[src/rtl/mem_handler_pkg.sv]
// mem_pkg: shared types for the data-memory handler.
// Holds the handler FSM state encoding and the RV32I funct3 size codes.
package mem_pkg;

    typedef enum logic [1:0] {
        IDLE      = 2'd0,
        LOAD_WAIT = 2'd1,
        RMW_WAIT  = 2'd2,
        DONE      = 2'd3
    } state_e;

    localparam logic [2:0] F3_B  = 3'b000;
    localparam logic [2:0] F3_H  = 3'b001;
    localparam logic [2:0] F3_W  = 3'b010;
    localparam logic [2:0] F3_BU = 3'b100;
    localparam logic [2:0] F3_HU = 3'b101;

endpackage

[src/rtl/mem_handler_if.sv]
// mem_handler_if: core <-> handler data request/response bundle.
// master = core (drives the request); slave = mem_handler (drives the response).
interface mem_handler_if;
    logic [31:0] data_addr;
    logic        data_read;
    logic        data_write;
    logic [2:0]  funct3;
    logic [31:0] store_data;
    logic [31:0] load_data;
    logic        done;
    logic        error;
    logic        stall;

    modport master (
        output data_addr, data_read, data_write, funct3, store_data,
        input  load_data, done, error, stall
    );

    modport slave (
        input  data_addr, data_read, data_write, funct3, store_data,
        output load_data, done, error, stall
    );
endinterface

[src/rtl/mem_handler_byte_lane_unit.sv]
// byte_lane_unit: combinational load extract/extend and store lane merge.
// Ports: i_funct3, i_addr_lo (byte offset), i_rdata (RAM word), i_wdata
// (right-aligned store value), o_load_val (extended load), o_merged (RMW word).
module byte_lane_unit
    import mem_pkg::*;
(
    input  logic [2:0]  i_funct3,
    input  logic [1:0]  i_addr_lo,
    input  logic [31:0] i_rdata,
    input  logic [15:0] i_wdata,
    output logic [31:0] o_load_val,
    output logic [31:0] o_merged
);

    logic [7:0]  w_byte;
    logic [15:0] w_half;

    assign w_byte = i_rdata[{i_addr_lo, 3'b000} +: 8];
    assign w_half = i_addr_lo[1] ? i_rdata[31:16] : i_rdata[15:0];

    always_comb begin
        o_load_val = i_rdata;
        case (i_funct3)
            F3_B:    o_load_val = {{24{w_byte[7]}}, w_byte};
            F3_BU:   o_load_val = {24'd0, w_byte};
            F3_H:    o_load_val = {{16{w_half[15]}}, w_half};
            F3_HU:   o_load_val = {16'd0, w_half};
            default: o_load_val = i_rdata;
        endcase
    end

    always_comb begin
        o_merged = i_rdata;
        case (i_funct3)
            F3_B: o_merged[{i_addr_lo, 3'b000} +: 8] = i_wdata[7:0];
            F3_H: begin
                if (i_addr_lo[1])
                    o_merged[31:16] = i_wdata;
                else
                    o_merged[15:0] = i_wdata;
            end
            default: o_merged = i_rdata;
        endcase
    end

endmodule

[src/rtl/mem_handler.sv]
// mem_handler: byte-addressed sized core requests -> word-addressed RAM.
// Ports: clk, nrst (sync active-low), instr_addr/instr/instr_misaligned
// (fetch), bus (core data handshake), ram_* (RAM word interface).
module mem_handler
    import mem_pkg::*;
#(
    parameter int RAM_ADDR_W  = 12,
    parameter bit CHECK_RANGE = 1'b1
) (
    input  logic                  clk,
    input  logic                  nrst,
    input  logic [31:0]           instr_addr,
    output logic [31:0]           instr,
    output logic                  instr_misaligned,
    mem_handler_if.slave          bus,
    output logic [RAM_ADDR_W-1:0] ram_addr_data,
    output logic [RAM_ADDR_W-1:0] ram_addr_instr,
    output logic [31:0]           ram_data_in,
    output logic                  ram_we,
    input  logic [31:0]           ram_data_out,
    input  logic [31:0]           ram_instr_out
);

    localparam logic [1:0] S_IDLE = IDLE;
    localparam logic [1:0] S_LOAD = LOAD_WAIT;
    localparam logic [1:0] S_RMW  = RMW_WAIT;
    localparam logic [1:0] S_DONE = DONE;

    logic [1:0]            r_state;
    logic [RAM_ADDR_W+1:0] r_addr;
    logic [2:0]            r_f3;
    logic [15:0]           r_data;
    logic                  r_err;
    logic [31:0]           r_load;

    logic [1:0]  w_next;
    logic        w_req;
    logic        w_err;
    logic        w_f3_ok;
    logic        w_misal;
    logic        w_oor;
    logic        w_we;
    logic [31:0] w_wdata;
    logic [31:0] w_load_val;
    logic [31:0] w_merged;
    logic        w_unused;

    // Instruction path: pure address translation, RAM owns the latency.
    assign ram_addr_instr   = instr_addr[RAM_ADDR_W+1:2];
    assign instr            = ram_instr_out;
    assign instr_misaligned = |instr_addr[1:0];
    assign w_unused         = ^instr_addr[31:RAM_ADDR_W+2];

    assign w_req = bus.data_read | bus.data_write;

    // Request validation on the live inputs, used only at accept time.
    always_comb begin
        w_f3_ok = 1'b0;
        if (bus.data_read && !bus.data_write)
            w_f3_ok = bus.funct3 inside {F3_B, F3_H, F3_W, F3_BU, F3_HU};
        else if (bus.data_write && !bus.data_read)
            w_f3_ok = bus.funct3 inside {F3_B, F3_H, F3_W};

        w_misal = 1'b0;
        if (bus.funct3 == F3_H || bus.funct3 == F3_HU)
            w_misal = bus.data_addr[0];
        else if (bus.funct3 == F3_W)
            w_misal = |bus.data_addr[1:0];

        w_oor = CHECK_RANGE &&
                ((bus.data_addr >> (RAM_ADDR_W + 2)) != 32'd0);

        w_err = (bus.data_read && bus.data_write) || !w_f3_ok ||
                w_misal || w_oor;
    end

    byte_lane_unit u_lanes (
        .i_funct3   (r_f3),
        .i_addr_lo  (r_addr[1:0]),
        .i_rdata    (ram_data_out),
        .i_wdata    (r_data),
        .o_load_val (w_load_val),
        .o_merged   (w_merged)
    );

    // Live address in IDLE so the RAM read starts on the accept cycle.
    assign ram_addr_data = (r_state == S_IDLE) ?
                           bus.data_addr[RAM_ADDR_W+1:2] :
                           r_addr[RAM_ADDR_W+1:2];

    always_comb begin
        w_next  = r_state;
        w_we    = 1'b0;
        w_wdata = w_merged;
        case (r_state)
            S_IDLE: begin
                if (w_req) begin
                    if (w_err) begin
                        w_next = S_DONE;
                    end else if (bus.data_write) begin
                        if (bus.funct3 == F3_W) begin
                            w_we    = 1'b1;
                            w_wdata = bus.store_data;
                            w_next  = S_DONE;
                        end else begin
                            w_next = S_RMW;
                        end
                    end else begin
                        w_next = S_LOAD;
                    end
                end
            end
            S_LOAD: w_next = S_DONE;
            S_RMW: begin
                w_we   = 1'b1;
                w_next = S_DONE;
            end
            default: w_next = S_IDLE;
        endcase
    end

    // Reset gates the write strobe even mid-RMW.
    assign ram_we      = w_we & nrst;
    assign ram_data_in = w_wdata;

    always_ff @(posedge clk) begin
        if (!nrst) begin
            r_state <= S_IDLE;
            r_addr  <= '0;
            r_f3    <= '0;
            r_data  <= '0;
            r_err   <= 1'b0;
            r_load  <= '0;
        end else begin
            r_state <= w_next;
            if (r_state == S_IDLE && w_req) begin
                r_addr <= bus.data_addr[RAM_ADDR_W+1:0];
                r_f3   <= bus.funct3;
                r_data <= bus.store_data[15:0];
                r_err  <= w_err;
            end
            if (r_state == S_LOAD)
                r_load <= w_load_val;
        end
    end

    assign bus.done      = (r_state == S_DONE);
    assign bus.error     = (r_state == S_DONE) & r_err;
    assign bus.stall     = w_req & (r_state != S_DONE);
    assign bus.load_data = r_load;

endmodule

[src/flat_wrapper.sv]
// flat-port wrapper written by rule: the top's interface ports become plain ports
module mem_handler_flat import mem_pkg::*;
#(
    parameter int RAM_ADDR_W  = 12,
    parameter bit CHECK_RANGE = 1'b1
)
  (clk, nrst, instr_addr, instr, instr_misaligned, ram_addr_data, ram_addr_instr, ram_data_in, ram_we, ram_data_out, ram_instr_out, bus_data_addr, bus_data_read, bus_data_write, bus_funct3, bus_store_data, bus_load_data, bus_done, bus_error, bus_stall);
  mem_handler_if bus_i ();
  input  logic clk;
  input  logic nrst;
  input  logic [31:0] instr_addr;
  output logic [31:0] instr;
  output logic instr_misaligned;
  output logic [RAM_ADDR_W-1:0] ram_addr_data;
  output logic [RAM_ADDR_W-1:0] ram_addr_instr;
  output logic [31:0] ram_data_in;
  output logic ram_we;
  input  logic [31:0] ram_data_out;
  input  logic [31:0] ram_instr_out;
  input wire logic [$bits(bus_i.data_addr)-1:0] bus_data_addr;
  input wire logic [$bits(bus_i.data_read)-1:0] bus_data_read;
  input wire logic [$bits(bus_i.data_write)-1:0] bus_data_write;
  input wire logic [$bits(bus_i.funct3)-1:0] bus_funct3;
  input wire logic [$bits(bus_i.store_data)-1:0] bus_store_data;
  output wire logic [$bits(bus_i.load_data)-1:0] bus_load_data;
  output wire logic [$bits(bus_i.done)-1:0] bus_done;
  output wire logic [$bits(bus_i.error)-1:0] bus_error;
  output wire logic [$bits(bus_i.stall)-1:0] bus_stall;
  assign bus_i.data_addr = bus_data_addr;
  assign bus_i.data_read = bus_data_read;
  assign bus_i.data_write = bus_data_write;
  assign bus_i.funct3 = bus_funct3;
  assign bus_i.store_data = bus_store_data;
  assign bus_load_data = bus_i.load_data;
  assign bus_done = bus_i.done;
  assign bus_error = bus_i.error;
  assign bus_stall = bus_i.stall;
  mem_handler #(.RAM_ADDR_W(RAM_ADDR_W), .CHECK_RANGE(CHECK_RANGE)) u_core (.clk(clk), .nrst(nrst), .instr_addr(instr_addr), .instr(instr), .instr_misaligned(instr_misaligned), .bus(bus_i), .ram_addr_data(ram_addr_data), .ram_addr_instr(ram_addr_instr), .ram_data_in(ram_data_in), .ram_we(ram_we), .ram_data_out(ram_data_out), .ram_instr_out(ram_instr_out));
endmodule
[config.mk]
export PLATFORM = sky130hd
export DESIGN_NAME = mem_handler_flat
export DESIGN_NICKNAME = d
export VERILOG_FILES = /design/src/rtl/mem_handler_pkg.sv /design/src/rtl/mem_handler_if.sv /design/src/rtl/mem_handler_byte_lane_unit.sv /design/src/rtl/mem_handler.sv /design/src/flat_wrapper.sv
export SDC_FILE = /design/constraint.sdc
export NUM_CORES = 1
export LEC_CHECK = 0
export ABC_CLOCK_PERIOD_IN_PS = 3850
export CORE_ASPECT_RATIO = 0.6
export CORE_MARGIN = 2
export CORE_UTILIZATION = 45
export DETAILED_ROUTE_END_ITERATION = 7
export DONT_BUFFER_PORTS = 1
export PLACE_DENSITY = 0.66
export SYNTH_ARGS = -nofsm -noshare
export SYNTH_HDL_FRONTEND = slang
export SYNTH_SLANG_ARGS = --single-unit
[constraint.sdc]
create_clock -name clk -period 3.85 [get_ports clk]
set_input_delay 0.5775 -clock clk [delete_from_list [all_inputs] [get_ports clk]]
set_output_delay 0.5775 -clock clk [all_outputs]
set_load 0.01 [all_outputs]
==> results.toml <==
[critical_path]
critical_path.top_delay_family = "compound AO/OA/AOI/OAI gates"
cp.arrival_ps = 2960
max_stage_delay_ps = 630
crit_fanout = 10
cp_cell_sequence = "inv_1 -> ha_1 -> or4b_2 -> a21oi_2 -> a22o_1 -> mux2_2"
start_kind = "flip-flop"
cp_slowest_cell = "or4b_2"
path_class = "reg -> out"
crit_path_end_kind = "output pin"
required_ps = 3270
crit_buf_inv = 1

[run]
cap_violations = 0

[logic_synthesis]
synthDistinctLibCells = 50
synthFlopType = "dfxtp_1"
syn-cell-area_sq_um = 4910
synth_area_leaders = "dfxtp_1, nand2_1, buf_4, a21boi_0, mux2_4"
synthesis.nets = 774
synth_top_area_share_pct = 27.7
ys_ff_latch = 68
avgSynthCellArea_sq_um = 8.22
synth.yosys.seq_area_share_pct = 27.7
yosys_warnings = 0
ys_async_sr_fraction_pct = 0
yosysTopAreaCell = "dfxtp_1"
synth-edff-count = 0
synthCells = 598

[global_route]
grt_pass1_wl_um = 24100
grt_use_total_pct = 26.2
overflow = 0
grt_antenna_before_repair = 0
grt_pass1_vias = 4074
grt_max_degree = 65

[power_and_ir_drop]
total_power_mw = 3.65
seq_power_share_pct = 32.8
clockPowerShare_pct = 26.5
ir_drop_v = 0.000380
switchingPower_mw = 1.49
p_int_mw = 2.15
p_per_area_nw_per_um2 = 738
switching_share_pct = 41.0
comb_power_share_pct = 40.7
leakage_nw = 1.85

[cts]
cts.sink_count = 68
cts_root_buf = "clkbuf_16"
insertion_delay_ps = 340
clk_pin_slew_ps = 60
h-tree-depth = 3
cts_max_path_buffers = 2
cts_tree = "built"
cts_resized = 0
cts_buffers = 9
postCtsHoldBufs = 0
cts_setup_buffers = 0

[sta]
tightest_slew_ps = 1080
finalClockSkew_ps = 4.81
slew_headroom_pct = 27.7
finalCriticalPeriod_ps = 3540
fin_crit_sh_pct = 91.9
finalSetupViolCount = 0
hold_viol = 0
whs_ps = 380
fmax_ghz = 0.283
rsz0062_at_grt = "no"
worst_slack_ps = 312
maxSlewViolCount = 0
fin_setup_tns_ps = 0

[drt]
wl_um = 15900
route.detailed.drc = 0
viasPerCell = 6.58
drtIter0Drc = 608
vias = 4394
route.antenna.remaining_nets = 0
wire_per_inst_um = 23.8
drtPass1Iterations = 7

[die]
dieArea_sq_um = 11800
start_util_pct = 46.4
die_w_um = 139
coreArea_sq_um = 10600
num_io_pins = 292
die_h_um = 84.9
rows = 29

[outcome]
outcome = "finished, final reports clean"

[layout]
utilization_pct = 46.7
fin_cells = 668
area_growth_pct = 0.662
final_cell_mix = "nand2_1, dfxtp_1, a21boi_0"
final_area_sq_um = 4950
layout_commonest_cell = "nand2_1"
drive_above_1_share_pct = 17.2
n_antenna_cell = 0
fin_nets = 700

[placement]
dp_slack_ps = 576
dpl.hpwl_um = 11800
dpl_cell_area_sq_um = 4600
gp_congestion = 0.913
port-buffer-count = 0
dp.cells = 652

[worst_hold_path]
worstHoldPathType = "in -> reg"
==> power groups by stage <==
stage | registers, mW | clock network [mW] | logic [mW]
2_1_floorplan | 1.10 | 0 | 1.24
3_3_place_gp | 1.19 | 0 | 1.42
3_5_place_dp | 1.20 | 0 | 1.46
4_1_cts | 1.19 | 0.992 | 1.47
5_1_grt | 1.22 | 1.02 | 1.62
6_report | 1.20 | 0.967 | 1.48
==> per-layer routing <==
layer | vias up | GRT usage, % | wire [um]
li1 | 1970 | - | -
met1 | 2125 | 37.7 | 7250
met2 | 282 | 37.7 | 6550
met3 | 17 | 9.26 | 1920
met4 | 0 | 5.51 | 181
met5 | - | 0 | 0
==> cell type report <==
cell class | count | area (sq um)
clock buffer | 9 | 225
timing repair buffer | 11 | 82.6
sequential | 68 | 1360
fill | 1025 | 5650
inverter | 12 | 45.0
multi-input combinational | 422 | 2930
tap | 139 | 174
clock inverter | 7 | 124
==> path summary, 6_finish.rpt <==
path | start | cells past startpoint | to | slack [ps]
max | u_core.r_addr[0] | 6 | ram_data_in[0] | 310
min | bus_data_addr[10] | 2 | u_core.r_addr[10] | 380
max reg2reg | u_core.r_state[1] | 6 | u_core.bus.load_data[9] | 1440
min reg2reg | u_core.r_addr[10] | 2 | u_core.r_addr[10] | 460
==> synth_stat cells (14+ instances only) <==
master and count:
nor2_1 19, a221oi_1 14, mux2_4 21, nand2_1 108, o21ai_0 27, clkbuf_1 38
mux2_2 25, buf_4 45, a22o_1 16, a21boi_0 43, a21oi_1 34, dfxtp_1 68
==> state kept, by name, summed over array words and instances, names as in the netlist <==
signal and cells:
u_core.bus.load_data 32, u_core.r_data 16, u_core.r_addr 14, u_core.r_f3 3
u_core.r_state 2, u_core.r_err 1
==> cell families (layout without fill, tap and decap cells) <==
kind of cell / count (synthesis) / count (layout) / share of synthesized area (%)
AOI/OAI and AO/OA: 178 / 178 / 26.0
xor gates and xnor gates: 1 / 1 / 0.178
adders and majority gates: 9 / 9 / 2.29
buffers and inverters: 108 / 39 / 12.7
DFF: 68 / 68 / 27.7
muxes: 46 / 46 / 12.1
and+or+nand+nor: 188 / 188 / 19.0
Power figures use the tool's default switching activity.
